`config.mk`:
```
export PLATFORM = sky130hd
export DESIGN_NAME = wb_regfile
export DESIGN_NICKNAME = d
export VERILOG_FILES = /design/src/rtl/wb_regfile.sv
export SDC_FILE = /design/constraint.sdc
export NUM_CORES = 2
export LEC_CHECK = 0
export ABC_AREA = 1
export CELL_PAD_IN_SITES_DETAIL_PLACEMENT = 1
export CELL_PAD_IN_SITES_GLOBAL_PLACEMENT = 2
export CORE_ASPECT_RATIO = 1.25
export CORE_MARGIN = 5
export CORE_UTILIZATION = 34
export DETAILED_ROUTE_END_ITERATION = 8
export PLACE_DENSITY_LB_ADDON = 0.08
export SKIP_CTS_REPAIR_TIMING = 1
export SLEW_MARGIN = 30
export SYNTH_ARGS = -nofsm -noshare
export SYNTH_HDL_FRONTEND = slang
export SYNTH_SLANG_ARGS = --single-unit
```
`constraint.sdc`:
```
create_clock -name clk -period 2.3 [get_ports clk]
set_clock_uncertainty 0.05 [all_clocks]
set_input_delay 0.46 -clock clk [delete_from_list [all_inputs] [get_ports clk]]
set_output_delay 0.46 -clock clk [all_outputs]
set_load 0.1 [all_outputs]
```
`src/rtl/wb_regfile.sv`:
```
// MEM/WB pipeline register plus 32-entry register file with WB bypass.
// Define WB_FWD_MEM_EN to add a MEM-stage read bypass ahead of the WB one.
module wb_regfile #(
  parameter int DATA_W = 32,
  parameter int ADDR_W = 5
) (
  input  logic              clk,
  input  logic              rst,
  input  logic              stall,
  input  logic              flush,
  input  logic [DATA_W-1:0] mem_wdata,
  input  logic [ADDR_W-1:0] mem_waddr,
  input  logic              mem_wr_en,
  output logic [DATA_W-1:0] wb_wdata,
  output logic [ADDR_W-1:0] wb_waddr,
  output logic              wb_wr_en,
  input  logic              re1,
  input  logic              re2,
  input  logic [ADDR_W-1:0] raddr1,
  input  logic [ADDR_W-1:0] raddr2,
  output logic [DATA_W-1:0] rdata1,
  output logic [DATA_W-1:0] rdata2
);

  localparam int NREG = 2**ADDR_W;

  logic [DATA_W-1:0] regs [NREG];

  always_ff @(posedge clk) begin
    if (!rst) begin
      wb_wdata <= '0;
      wb_waddr <= '0;
      wb_wr_en <= 1'b0;
    end else if (flush) begin
      wb_wdata <= '0;
      wb_waddr <= '0;
      wb_wr_en <= 1'b0;
    end else if (!stall) begin
      wb_wdata <= mem_wdata;
      wb_waddr <= mem_waddr;
      wb_wr_en <= mem_wr_en;
    end
  end

  // Commit ignores stall/flush: the held entry re-writes the same value.
  always_ff @(posedge clk) begin
    if (!rst) begin
      for (int i = 0; i < NREG; i++)
        regs[i] <= '0;
    end else if (wb_wr_en && (wb_waddr != '0)) begin
      regs[wb_waddr] <= wb_wdata;
    end
  end

  function automatic logic [DATA_W-1:0] rd_port(
    input logic              en,
    input logic [ADDR_W-1:0] a
  );
    logic [DATA_W-1:0] d;
    d = regs[a];
    if (!rst)
      d = '0;
    else if (!en)
      d = '0;
    else if (a == '0)
      d = '0;
`ifdef WB_FWD_MEM_EN
    else if (mem_wr_en && (a == mem_waddr))
      d = mem_wdata;
`endif
    else if (wb_wr_en && (a == wb_waddr))
      d = wb_wdata;
    return d;
  endfunction

  always_comb begin
    rdata1 = '0;
    rdata2 = '0;
    rdata1 = rd_port(re1, raddr1);
    rdata2 = rd_port(re2, raddr2);
  end

endmodule

```
== Word-level counts from Yosys, hierarchy flattened ==
Memory sizes are Yosys's and may differ from the RTL's.
Cells that the tools add are included.

* Bits in registers: 38
* RAM bits: 1,024
* Input bits: 54
* Output and inout port bits: 102
* Word-level logic and storage cells: 30
* Memories kept: 1

* Equality and inequality tests: 2
* Muxes and demuxes: 15
* Bitwise operators: 1
* Reductions and logical operators: 8

{| class="wikitable"
|+ Memory list
! name !! depth !! bits a word !! rd ports !! clocked after memory_dff !! wr ports !! line !! text
|-
| regs || 32 || 32 || 2 || 0 || 32 || 27 || <nowiki>logic [DATA_W-1:0] regs [NREG];</nowiki>
|}

{| class="wikitable"
|+ Operators with widths
! operator !! number
|-
| 2-to-1 mux 32 bit || 9
|-
| OR reduction 32 bit || 1
|-
| equality test 5 bit || 2
|-
| logical NOT 5 bit || 2
|-
| 2-to-1 mux 1 bit || 5
|-
| 2-to-1 mux 5 bit || 1
|-
| nonzero test 5 bit || 1
|-
| logical AND 1 bit || 3
|-
| OR reduction 2 bit || 1
|-
| NOT 1 bit || 1
|}

== Longest topological paths before layout ==
* Depth in word-level cells: 7
* Gate-level depth with buffers: 14
* Gate-level depth less buffers: 10

== Worst setup path before layout ==
No wires, ideal clock.

* Path type: register -> output
* From: register wb_waddr[2]
* To: output port rdata2[0]
* Data arrival time: 3,614 ps
* Data required time: 1,790 ps
* Slack: -1,824 ps
* Cell stages (with the launch flop): 9
* Path buffers: 2
* Cells stage by stage: dfxtp_1 -> buf_2 -> inv_1 -> o22ai_1 -> nor2_1 -> nand3_1 -> clkbuf_1 -> o21ai_0 -> a21oi_1

* Longest elaborated chain between the ends: 6

{| class="wikitable"
|+ Ends and longest elaborated chain
! item !! line !! text
|-
| start: declaration || 15 || <nowiki>output logic [ADDR_W-1:0] wb_waddr,</nowiki>
|-
| start signal: assignment || 40 || <nowiki>wb_waddr <= mem_waddr;</nowiki>
|-
| equality test 5 bit || 71 || <nowiki>else if (wb_wr_en && (a == wb_waddr))</nowiki>
|-
| logical AND 1 bit || 71 ||
|-
| 2-to-1 mux 32 bit || 71 ||
|-
| 2-to-1 mux 32 bit || 65 || <nowiki>else if (a == '0)</nowiki>
|-
| 2-to-1 mux 32 bit || 63 || <nowiki>else if (!en)</nowiki>
|-
| 2-to-1 mux 32 bit || 61 || <nowiki>if (!rst)</nowiki>
|-
| end: declaration || 22 || <nowiki>output logic [DATA_W-1:0] rdata2</nowiki>
|}

No other way between the ends.

== Final worst setup path ==
* From: register wb_waddr[0]
* To: output port rdata1[13]

* Longest elaborated chain between the ends: 6

{| class="wikitable"
|+ Ends and longest elaborated chain
! item !! line !! text
|-
| equality test 5 bit || 71 ||
|-
| logical AND 1 bit || 71 ||
|-
| 2-to-1 mux 32 bit || 71 ||
|-
| 2-to-1 mux 32 bit || 65 ||
|-
| 2-to-1 mux 32 bit || 63 ||
|-
| 2-to-1 mux 32 bit || 61 ||
|-
| end: declaration || 21 || <nowiki>output logic [DATA_W-1:0] rdata1,</nowiki>
|}

No other way between the ends.

==> results.sh <==
export IMPL_grt_pass1_wl_um=446000
export IMPL_rr_endpoint="regs[8][16]$_SDFFCE_PN0P_"
export IMPL_critPathCaptureType="output pin"
export IMPL_worst_pin_slew_ns=0.601
export IMPL_firstDrtPassIters=5
export IMPL_io_pins=156
export IMPL_via_per_inst=5.49
export IMPL_hpwl_um=217000
export IMPL_start_util_pct=34.2
export IMPL_setup_tns_ns=-57.47
export IMPL_final_nets=8815
export IMPL_clockBufferDepth=3
export IMPL_ant_nets=0
export IMPL_grt_overflow=0
export IMPL_cts_made_buffers=130
export IMPL_layout_drive_gt1_share_pct=14.8
export IMPL_gp_congestion=0.897
export IMPL_drv_cap=0
export IMPL_slowest_stage="dfxtp_4"
export IMPL_finalSetupViolations=64
export IMPL_min_delay_start="stall"
export IMPL_crit_buf_inv=4
export IMPL_clockRootBuffer="clkbuf_16"
export IMPL_outcome="finished, violations left"
export IMPL_path_class="reg -> out"
export IMPL_die_h_um=486
export IMPL_synth_xor_area_share_pct=0.0284
export IMPL_totalPowerFinal_mw=51.5
export IMPL_cpLargestDelayFamily="buffers and inverters"
export IMPL_grt_max_degree=51
export IMPL_antenna_found_initial=10
export IMPL_layout_min_cycle_time_ns=3.38
export IMPL_htreeDepth=4
export IMPL_hold_viol_final=0
export IMPL_crit_top_cell="buf_12"
export IMPL_seq_area_frac_synth_pct=51.1
export IMPL_area_delta_synth_final_pct=27.7
export IMPL_post_route_util_pct=43.7
export IMPL_place_area_um2=74200
export IMPL_rr_startpoint="wb_waddr[3]$_SDFFE_PP0N_"
export IMPL_cts_sinks=1062
export IMPL_multi_input_area_um2=24600
export IMPL_grtUsageTotal_pct=32.3
export IMPL_synth_top_area_cell="edfxtp_1"
export IMPL_wire_per_inst_um=28.1
export IMPL_synth_avg_cell_area_um2=7.43
export IMPL_synth_simple_area_share_pct=35.4
export IMPL_critPathMaxStageDelay_ns=0.38
export IMPL_path_cells="inv_1 -> o22ai_1 -> a21oi_2 -> nand3_4 -> buf_12 -> nand3_1 -> nand2_2 -> clkinvlp_4 -> buf_12"
export IMPL_holdPathEnd="wb_wdata[8]$_SDFFE_PP0N_"
export IMPL_design_area_um2=78700
export IMPL_violations="negative setup slack"
export IMPL_fmax_mhz=296
export IMPL_hold_slack_ns=0.166
export IMPL_relSlewSlack_pct=60.0
export IMPL_n_fill_cell=21413
export IMPL_drcViolationCount=0
export IMPL_reg2reg_slack_ns=0.07
export IMPL_netlist_instances=8297
export IMPL_vias=61619
export IMPL_fin_cells=11228
export IMPL_synth_top_family_by_area="simple AND/OR/NAND/NOR gates"
export IMPL_grt_pass1_vias=62678
export IMPL_yosysUniqueCellTypes=23
export IMPL_finalWorstSetupSlack_ns=-1.08
export IMPL_portBuffers=155
export IMPL_std_cell_rows=174
export IMPL_synth_top_area_share_pct=49.9
export IMPL_synthesis_area_um2=61600
export IMPL_synth_seq_cells=1062
export IMPL_synth_compound_area_share_pct=2.58
export IMPL_die_w_um=391
export IMPL_synthMuxAreaShare_pct=0
export IMPL_dieArea_um2=190000
export IMPL_clk_latency_ns=0.79
export IMPL_drt_total_wl_um=315000
export IMPL_yosys_top_cells_area="edfxtp_1, nand2_1, nand3_1"
export IMPL_yosys_area_share_adder_pct=0
export IMPL_worstPathMaxFanout=9
export IMPL_hold_path_depth=3
export IMPL_path_clk_slew_ns=0.06
export IMPL_dp_slack_ns=-0.917
export IMPL_coreArea_um2=180000
export IMPL_fin_crit_sh_pct=147
export IMPL_cp_start_kind="flop"
export IMPL_leakagePower_nw=34.5
export IMPL_r2r_cells=12
export IMPL_register_area_um2=31500
export IMPL_cp_arrival_ns=2.87
export IMPL_first_iter_violations=5751
export IMPL_rsz0062_at_grt="true"
export IMPL_dp_cells=10997
export IMPL_tritoncts="yes"
export IMPL_power_density_nw_per_um2=655
export IMPL_required_ns=1.79
export IMPL_yosysWarnings=0
export IMPL_min_path_type="in -> reg"
export IMPL_slew_violations=0
export IMPL_vdd_ir_drop_max_mv=0.605
-- where the power goes --
| group | total (mW) | switching, mW | internal (mW) |
|---|---|---|---|
| clock network | 20.3 | 8.63 | 11.6 |
| registers | 22.0 | 0.247 | 21.8 |
| logic | 9.25 | 6.31 | 2.94 |
| total | 51.5 | 15.2 | 36.3 |
-- metal layers --
layer  track usage, %  vias to the layer above  routed length, um
li1                 -                    27322                  -
met2             55.7                     2343             152000
met5                0                        -                 13
met1             41.2                    31348             129000
met3             4.79                      604              20700
met4             12.2                        2              13500
-- cells by family after synthesis --
family                 count (synthesis)
AND/OR/NAND/NOR                     5264
buffers and inverters               1712
flip-flops                          1062
AO/OA/AOI/OAI                        256
XOR/XNOR                               2
other                                  1
-- cells in the final DEF (no fill, tap or decap), types with 10 or more instances in the layout --
master,synthesis,final
a211oi_1,38,38
a21oi_1,48,14
a21oi_4,0,32
buf_12,0,309
buf_4,0,594
clkbuf_1,383,33
clkbuf_16,0,141
clkdlybuf4s50_1,0,41
clkinv_1,1,20
clkinv_2,0,19
clkinvlp_4,0,33
conb_1,1,32
dfxtp_1,38,31
edfxtp_1,1024,1024
inv_1,1041,997
nand2_1,2532,2448
nand2_2,0,47
nand2_4,0,31
nand3_1,1572,1556
nand3_2,1,12
nor2_1,1128,1125
nor3_1,22,21
o211ai_1,84,84
o21ai_0,81,48
o21ai_1,0,18
o21ai_4,0,10
-- sequential cells by signal, summed over array words and instances (netlist names) --
signal	cells
regs	1024
wb_wdata	32
wb_wr_en	1
wb_waddr	5
-- cell type report --
cell class,instances,area share (%)
Tap cell,2376,3.78
Antenna cell,5,0.0159
Clock buffer,173,4.60
Multi-Input combinational cell,5554,31.3
Clock inverter,45,0.463
Inverter,1047,5.23
Sequential cell,1062,40.1
Timing Repair Buffer,966,14.6
-- worst max-delay path by stage --
stage / start / end / depth (start not counted)
finish: wb_waddr[0]$_SDFFE_PP0N_ / rdata1[13] / 9
global route: wb_waddr[0]$_SDFFE_PP0N_ / rdata1[5] / 11
CTS: wb_waddr[1]$_SDFFE_PP0N_ / rdata1[16] / 10
detailed placement: raddr1[0] / rdata1[13] / 14
global placement: raddr1[0] / rdata1[16] / 11
floorplan: wb_waddr[4]$_SDFFE_PP0N_ / rdata1[1] / 6
-- worst reg2reg max path: cells and delay by family, from the launching register on --
| kind | cells | cell delay [ns] |
|---|---|---|
| buffers and inverters | 6 | 0.84 |
| DFF | 1 | 0.34 |
| and+or+nand+nor | 6 | 0.73 |
-- cell usage after synthesis --
| master | n |
|---|---|
| dfxtp_1 | 38 |
| clkbuf_1 | 383 |
| or2_2 | 7 |
| edfxtp_1 | 1024 |
| nor3_4 | 1 |
| a21oi_1 | 48 |
| nor2_1 | 1128 |
| a211oi_1 | 38 |
| o21ai_0 | 81 |
| nand3_1 | 1572 |
| nand2_1 | 2532 |
| nor3_2 | 1 |
| inv_2 | 5 |
| nor3_1 | 22 |
| buf_1 | 51 |
| conb_1 | 1 |
| xor2_1 | 2 |
| inv_1 | 1041 |
| o22ai_1 | 5 |
| o211ai_1 | 84 |
| clkinv_1 | 1 |
| nand3_2 | 1 |
| buf_2 | 231 |
Power figures use the tool's default switching activity.
